[config.mk]
export PLATFORM = sky130hd
export DESIGN_NAME = divider16by8_seq
export DESIGN_NICKNAME = d
export VERILOG_FILES = /design/src/rtl/div_pkg.sv /design/src/rtl/div_restore_step.sv /design/src/rtl/divider16by8_seq.sv
export SDC_FILE = /design/constraint.sdc
export NUM_CORES = 1
export LEC_CHECK = 0
export ABC_AREA = 1
export CORE_MARGIN = 2
export CORE_UTILIZATION = 45
export DETAILED_ROUTE_END_ITERATION = 8
export PLACE_DENSITY = 0.73
export SLEW_MARGIN = 20
export SYNTH_ARGS = -nofsm -noshare
export SYNTH_HDL_FRONTEND = slang
export SYNTH_SLANG_ARGS = --single-unit
[constraint.sdc]
create_clock -name clk -period 3.75 [get_ports clk]
set_input_delay 0.5625 -clock clk [delete_from_list [all_inputs] [get_ports clk]]
set_output_delay 0.5625 -clock clk [all_outputs]
set_load 0.1 [all_outputs]
[src/rtl/div_pkg.sv]
// div_pkg: shared widths and FSM state type for the 16-by-8 restoring divider
package div_pkg;
  localparam int DIVIDEND_W = 16;
  localparam int DIVISOR_W  = 8;
  localparam int QUOT_W     = 8;
  localparam int STEP_CNT_W = 3;
  typedef enum logic [1:0] {IDLE, CALC, DONE} div_state_t;
endpackage

[src/rtl/div_restore_step.sv]
// div_restore_step: one combinational restoring-division step
//   r_i       partial remainder before the step (always < divisor)
//   bit_i     next dividend bit shifted in
//   divisor_i divisor
//   r_o       9-bit partial remainder after the step
//   q_o       quotient bit produced by the step
module div_restore_step
  import div_pkg::*;
(
  input  logic [DIVISOR_W-1:0] r_i,
  input  logic                 bit_i,
  input  logic [DIVISOR_W-1:0] divisor_i,
  output logic [DIVISOR_W:0]   r_o,
  output logic                 q_o
);
  logic [DIVISOR_W:0] t;
  assign t   = {r_i, bit_i};
  assign q_o = t >= {1'b0, divisor_i};
  assign r_o = q_o ? t - {1'b0, divisor_i} : t;
endmodule

[src/rtl/divider16by8_seq.sv]
// divider16by8_seq: sequential 16/8 unsigned restoring divider with valid/ready handshakes
//   clk, rst_n            clock, asynchronous active-low reset
//   in_valid/in_ready     operand handshake; dividend[15:0], divisor[7:0] sampled on acceptance
//   out_valid/out_ready   result handshake; quotient, remainder, ovf, dz held until transfer
//   DIV_ZERO_FLAG_EN      when defined, dz reports a zero divisor; otherwise dz is tied low
module divider16by8_seq
  import div_pkg::*;
(
  input  logic                  clk,
  input  logic                  rst_n,
  input  logic                  in_valid,
  output logic                  in_ready,
  input  logic [DIVIDEND_W-1:0] dividend,
  input  logic [DIVISOR_W-1:0]  divisor,
  output logic                  out_valid,
  input  logic                  out_ready,
  output logic [QUOT_W-1:0]     quotient,
  output logic [DIVISOR_W-1:0]  remainder,
  output logic                  ovf,
  output logic                  dz
);
  div_state_t            state_q;
  logic [QUOT_W-1:0]     lo_q, q_q;
  logic [DIVISOR_W-1:0]  divisor_q, r_q;
  logic [STEP_CNT_W-1:0] cnt_q;
  logic                  ovf_q, out_valid_q, q_bit;
  logic [DIVISOR_W:0]    r_d;
  logic                  accept, big;
  assign accept = state_q == IDLE && in_valid;
  assign big    = dividend[DIVIDEND_W-1:QUOT_W] >= divisor;
  div_restore_step u_step (
    .r_i      (r_q),
    .bit_i    (lo_q[QUOT_W-1]),
    .divisor_i(divisor_q),
    .r_o      (r_d),
    .q_o      (q_bit)
  );
  // R stays below the divisor between steps, so its ninth bit is always zero
  // and only the low byte is stored.
  always_comb if (state_q == CALC) assert (!r_d[DIVISOR_W]);
  // out_valid is raised one edge after entering DONE on the overflow path and
  // together with DONE on the last CALC step, giving 1 and 8 cycle latencies.
  always_ff @(posedge clk or negedge rst_n) begin
    if (!rst_n) begin
      state_q     <= IDLE;
      lo_q        <= '0;
      q_q         <= '0;
      divisor_q   <= '0;
      r_q         <= '0;
      cnt_q       <= '0;
      ovf_q       <= 1'b0;
      out_valid_q <= 1'b0;
    end else begin
      case (state_q)
        IDLE: if (in_valid) begin
          lo_q      <= dividend[QUOT_W-1:0];
          divisor_q <= divisor;
          cnt_q     <= '0;
          ovf_q     <= big;
          q_q       <= big ? '1 : '0;
          r_q       <= big ? dividend[QUOT_W-1:0] : dividend[DIVIDEND_W-1:QUOT_W];
          state_q   <= big ? DONE : CALC;
        end
        CALC: begin
          r_q   <= r_d[DIVISOR_W-1:0];
          q_q   <= {q_q[QUOT_W-2:0], q_bit};
          lo_q  <= {lo_q[QUOT_W-2:0], 1'b0};
          cnt_q <= cnt_q + 1'b1;
          if (cnt_q == '1) begin
            state_q     <= DONE;
            out_valid_q <= 1'b1;
          end
        end
        DONE: if (out_valid_q && out_ready) begin
          state_q     <= IDLE;
          out_valid_q <= 1'b0;
        end else begin
          out_valid_q <= 1'b1;
        end
        default: state_q <= IDLE;
      endcase
    end
  end
`ifdef DIV_ZERO_FLAG_EN
  logic dz_q;
  always_ff @(posedge clk or negedge rst_n) begin
    if (!rst_n) dz_q <= 1'b0;
    else if (accept) dz_q <= divisor == '0;
  end
  assign dz = dz_q;
`else
  logic unused_accept;
  assign unused_accept = accept;
  assign dz = 1'b0;
`endif
  assign in_ready  = state_q == IDLE;
  assign out_valid = out_valid_q;
  assign quotient  = q_q;
  assign remainder = r_q;
  assign ovf       = ovf_q;
endmodule
==> out/qor.csv, run 1 <==
stage,metric,value,unit
placement,post-detail-place hpwl,4640,µm
worst_setup_path,critical path type,flip-flop to output pin,
timing,Final Hold Fails,0,
status,status,completed,
timing,clock skew,6.80,ps
cts,postcts setup bufs,0,
worst_setup_path,crit path DAT,2200,ps
hold_path,Hold WC Path Type,primary input to async pin,
placement,GP Congestion,0.864,
drt,Routed WL,5970,µm
synthesis,number of flops mapped to enable cells by yosys,0,
cts,clk slew on worst S/H paths,80,ps
die,io pins,48,
synthesis,"Net Count, Synth",378,
timing,RSZ-0062 raised after global routing,no,
synthesis,commonest register cell after synthesis,dfrtp_1,
cts,htree depth,2,
die,starting density of the core,45.8,%
timing,Achievable Freq,362,MHz
worst_setup_path,RR Startpoint,remainder[5],
cts,CTS tree,yes,
drt,Post-DRT Antenna Nets,0,
timing,max-slew violations,0,
worst_setup_path,Crit Path Max Fanout,6,
worst_setup_path,Critical Path Source Type,flip-flop,
timing,Worst Tran Pin Value,973,ps
grt,number of global-route vias before repair,2256,
grt,grt ovf,0,
drt,vias after detailed routing,2280,
synthesis,post-synthesis sequential area ratio,36.4,%
grt,antenna violations before repair,0,
final_layout,Util after Layout,55.4,%
grt,first-pass GRT wire length,10300,µm
drt,first-pass detailed-route iteration total,4,
cts,CTS sink cnt,39,
cts,"Clk Latency, worst-skew pair",290,ps
run,Max-Cap Viols,0,
final_layout,most common library cell in the layout ignoring fill and taps,nand2_1,
synthesis,mapped cell area,2680,µm²
timing,fin crit share,73.6,%
die,die span in x,81.2,µm
cts,Post-CTS Resized,0,
timing,# setup viols final,0,
cts,cts hold-fix bufs,0,
drt,WL per Instance,13.2,µm
synthesis,Synth warnings,0,
timing,PnR worst setup slack,990,ps
synthesis,Syn Inst Count,331,
final_layout,layout net count,423,
final_layout,share of cells above drive strength 1,14.1,%
final_layout,# diodes,0,
cts,CTS max path bufs,2,
final_layout,synth-to-layout area growth,21.0,%
worst_setup_path,crit path capture type,output pin,
synthesis,Seq cells post-synth,39,
timing,Tmin final,2760,ps
die,Die H,81.2,µm
worst_setup_path,crit path launch,state_q[0],
grt,largest net degree at the start of global routing,40,
cts,TritonCTS Buffers,5,
cts,Clock Root Buffer,clkbuf_8,
final_layout,filler cell count,547,
worst_setup_path,"Data required, critical path",3190,ps
timing,Max transition margin,34.9,%
final_layout,most frequent cells in the layout,"nand2_1 (89), clkdlybuf4s50_1 (45), inv_1 (40)",
synthesis,Synth async-reset ratio,100,%
die,Site Rows,28,
grt,Tot GR Track Use,20.4,%
synthesis,Syn Area/Cell,8.10,µm²
die,die area,6590,µm²
die,CORE AREA,5850,µm²
timing,Setup TNS,0,ps
drt,Avg Vias per Cell,5.04,
placement,pre-CTS setup slack,1250,ps
synthesis,Cell variety after synth,41,
placement,port bufs,46,
drt,DRC,0,
worst_setup_path,reg2reg setup slack,1750,ps
drt,1st-iter DRT viols,113,
## logic make-up after synthesis
logic type,count (synthesis),synth area share (%)
AND/OR/NAND/NOR,155,28.4
AO/OA/AOI/OAI,59,15.1
buffers and inverters,54,9.48
flip-flops,39,36.4
adder cells (fa/ha/maj),19,9.15
XOR/XNOR,4,1.31
other,1,0.140
## registers in the layout, summed over array words and instances, names as in the netlist
signal	flops
quotient	8
cnt_q	3
remainder	8
divisor_q	8
state_q	2
lo_q	8
out_valid	1
ovf	1
## synthesized netlist by cell type (3+ instances only)
cell	instances	area share [%]
a21oi_1	7	1.3
a22oi_1	7	2.0
and2_1	3	0.70
buf_6	3	1.3
dfrtp_1	39	36
ha_1	18	8.4
inv_1	40	5.6
inv_4	4	0.93
nand2_1	89	12
nand2_2	8	1.9
nand3_1	15	2.8
nand4_1	8	1.9
nor2_1	12	1.7
nor2_2	7	1.6
nor2_4	3	1.3
o211ai_1	3	0.84
o211ai_2	5	2.3
o21ai_0	14	2.6
o21ai_1	10	1.9
o21ai_2	6	2.0
xor2_1	3	0.98
## critical path, cell delays in order (launching register included)
cell and delay [ps]:
dfrtp_1 470, nor2_2 260, clkdlybuf4s50_1 1180
## stage by stage
stage,cells,hold WS [ps],cell area (µm²)
4_1_cts,452,407,3240
3_3_place_gp,444,474,3160
5_1_grt,452,463,3240
6_report,452,383,3240
2_1_floorplan,331,267,2680
3_5_place_dp,444,474,3160
## routing by layer
layer  track usage [%]  wire length (µm)
met1              27.6              2830
met2              32.5              2860
met3              2.00               124
met4              10.3               161
met5                 0                 0
## worst paths after layout
kind                                endpoint  cells after the start
worst max-delay path                in_ready                      2
worst min-delay path                 lo_q[4]                      1
worst max register to register  remainder[0]                      9
worst min register to register  divisor_q[3]                      2
max in group asynchronous        quotient[1]                      1
min in group clk                divisor_q[3]                      2
## cell type report
type	count	area (µm²)	area share, %
timing repair buffer	46	455	14.0
clock buffer	6	72.6	2.24
tap	75	93.8	2.89
clock inverter	2	12.5	0.386
multi-input combinational	238	1450	44.7
sequential	39	976	30.1
inverter	46	183	5.63
Power of run 1 is left out: the tool's default activity adds up to more than one toggle a clock period on the data nets, which glitch-free logic cannot reach.
==> run 2: changes to the inputs <==
==> constraint.sdc (replaced) <==
create_clock -name clk -period 2.7 [get_ports clk]
set_input_delay 0.405 -clock clk [delete_from_list [all_inputs] [get_ports clk]]
set_output_delay 0.405 -clock clk [all_outputs]
set_load 0.1 [all_outputs]
==> run 2 against run 1 <==
Via count up 1.5%; sequential share of layout area rose by 0.070 points; count of clock-buffer cells in the layout unchanged; final area shrank 0.23%; die area unchanged; critical path type is now primary input to flip-flop; critical endpoint is now remainder[0]; largest cell class unchanged; highest routed layer unchanged.
==> out/qor.csv, run 2 (synthesized netlist as in run 1, its figures left out) <==
stage,metric,value,unit
status,status,completed,
final_layout,most frequent cells in the layout,"nand2_1 (89), inv_1 (40), dfrtp_1 (39)",
final_layout,layout net count,424,
grt,first-pass GRT wire length,10300,µm
timing,Final Hold Fails,0,
final_layout,# diodes,0,
timing,max-slew violations,0,
final_layout,synth-to-layout area growth,20.7,%
drt,Avg Vias per Cell,5.11,
cts,postcts setup bufs,0,
worst_setup_path,Critical Path Source Type,primary input,
worst_setup_path,critical path type,primary input to flip-flop,
die,Die H,81.2,µm
cts,Clock Root Buffer,clkbuf_8,
drt,Routed WL,6020,µm
die,die area,6590,µm²
final_layout,share of cells above drive strength 1,19.6,%
cts,CTS max path bufs,2,
cts,cts hold-fix bufs,0,
die,CORE AREA,5850,µm²
grt,Tot GR Track Use,20.6,%
worst_setup_path,"Top cell by count, worst path",nand2_1,
worst_setup_path,Max stage delay on crit path,450,ps
final_layout,most common library cell in the layout ignoring fill and taps,nand2_1,
worst_setup_path,crit path DAT,2220,ps
timing,Setup TNS,0,ps
worst_setup_path,WP buf/inv,2,
cts,Post-CTS Resized,0,
worst_setup_path,cell chain of the critical path,clkdlybuf4s50_1 > inv_1 > ha_1 > a21o_1 > nor2_4 > nand3_2 > nand2_1 > nand2_1 > o21ai_0 > nor2_1,
worst_setup_path,"CP delay by family, top",simple AND/OR/NAND/NOR gates,
timing,Max transition margin,41.0,%
grt,grt ovf,0,
timing,fin crit share,75.2,%
timing,clock skew,6.85,ps
timing,Worst Tran Pin Value,884,ps
drt,1st-iter DRT viols,111,
cts,CTS tree,yes,
drt,WL per Instance,13.3,µm
cts,"Clk Latency, worst-skew pair",300,ps
worst_setup_path,"Data required, critical path",2890,ps
timing,Tmin final,2030,ps
drt,first-pass detailed-route iteration total,5,
placement,port bufs,46,
hold_path,Hold WC Path Type,primary input to async pin,
die,die span in x,81.2,µm
grt,antenna violations before repair,0,
die,Site Rows,28,
cts,TritonCTS Buffers,5,
worst_setup_path,Crit Path Max Fanout,10,
drt,vias after detailed routing,2314,
cts,CTS sink cnt,39,
timing,# setup viols final,0,
drt,DRC,0,
timing,Achievable Freq,492,MHz
cts,htree depth,2,
run,Max-Cap Viols,0,
placement,GP Congestion,0.811,
timing,RSZ-0062 raised after global routing,no,
placement,post-detail-place hpwl,4690,µm
cts,clk slew on worst S/H paths,80,ps
worst_setup_path,crit path capture type,flip-flop,
drt,Post-DRT Antenna Nets,0,
die,io pins,48,
worst_setup_path,CP max stage cell,clkdlybuf4s50_1,
die,starting density of the core,45.8,%
grt,largest net degree at the start of global routing,40,
grt,number of global-route vias before repair,2225,
-- run 2: routing by layer --
layer  wire length, µm  part of all wire (%)  vias up  global-route usage (%)
li1                  -                     -     1174                       -
met1              2700                    45     1074                    26.9
met2              2950                    49       57                    33.7
met3               240                   4.0        9                    3.00
met4               127                   2.1        0                    9.32
met5                 0                     0        -                       0
-- run 2: stage by stage --
| stage | cell area, µm² | instances | hold WS [ps] | util (%) | worst slack (ps) |
|---|---|---|---|---|---|
| floorplan | 2680 | 331 | 109 | - | 256 |
| finish | 3240 | 453 | 226 | 55.3 | 670 |
| detailed placement | 3120 | 445 | 477 | 53.3 | 368 |
| global placement | 3120 | 445 | 472 | 53.3 | 446 |
| CTS | 3240 | 453 | 251 | 55.3 | 684 |
| global route | 3240 | 453 | 317 | 55.3 | 497 |
-- run 2: layout make-up --
cell class	count	area, µm²
Inverter	46	183
Tap cell	75	93.8
Multi-Input combinational cell	238	1450
Timing Repair Buffer	47	415
Fill cell	541	2620
Clock buffer	6	82.6
Clock inverter	2	35.0
Sequential cell	39	976
-- run 2: path summary, 6_finish.rpt --
kind                                end  cells after the start    startpoint  slack (ps)
max in group asynchronous      cnt_q[2]                      1         rst_n        1920
max reg2reg                remainder[6]                     10  divisor_q[0]         700
min reg2reg                divisor_q[4]                      2  divisor_q[4]         490
min in group clk           divisor_q[4]                      2  divisor_q[4]         490
min                             lo_q[5]                      1         rst_n         230
max                        remainder[0]                     10    divisor[7]         670
-- run 2: worst reg2reg max path, delay by kind of cell (launching register included) --
family          cells  cell delay, ps
simple gates        6             500
flops               1             390
compound gates      1             300
fa+ha+maj           2             650
buf+inv             1              40
Power of run 2 is left out for the same reason.
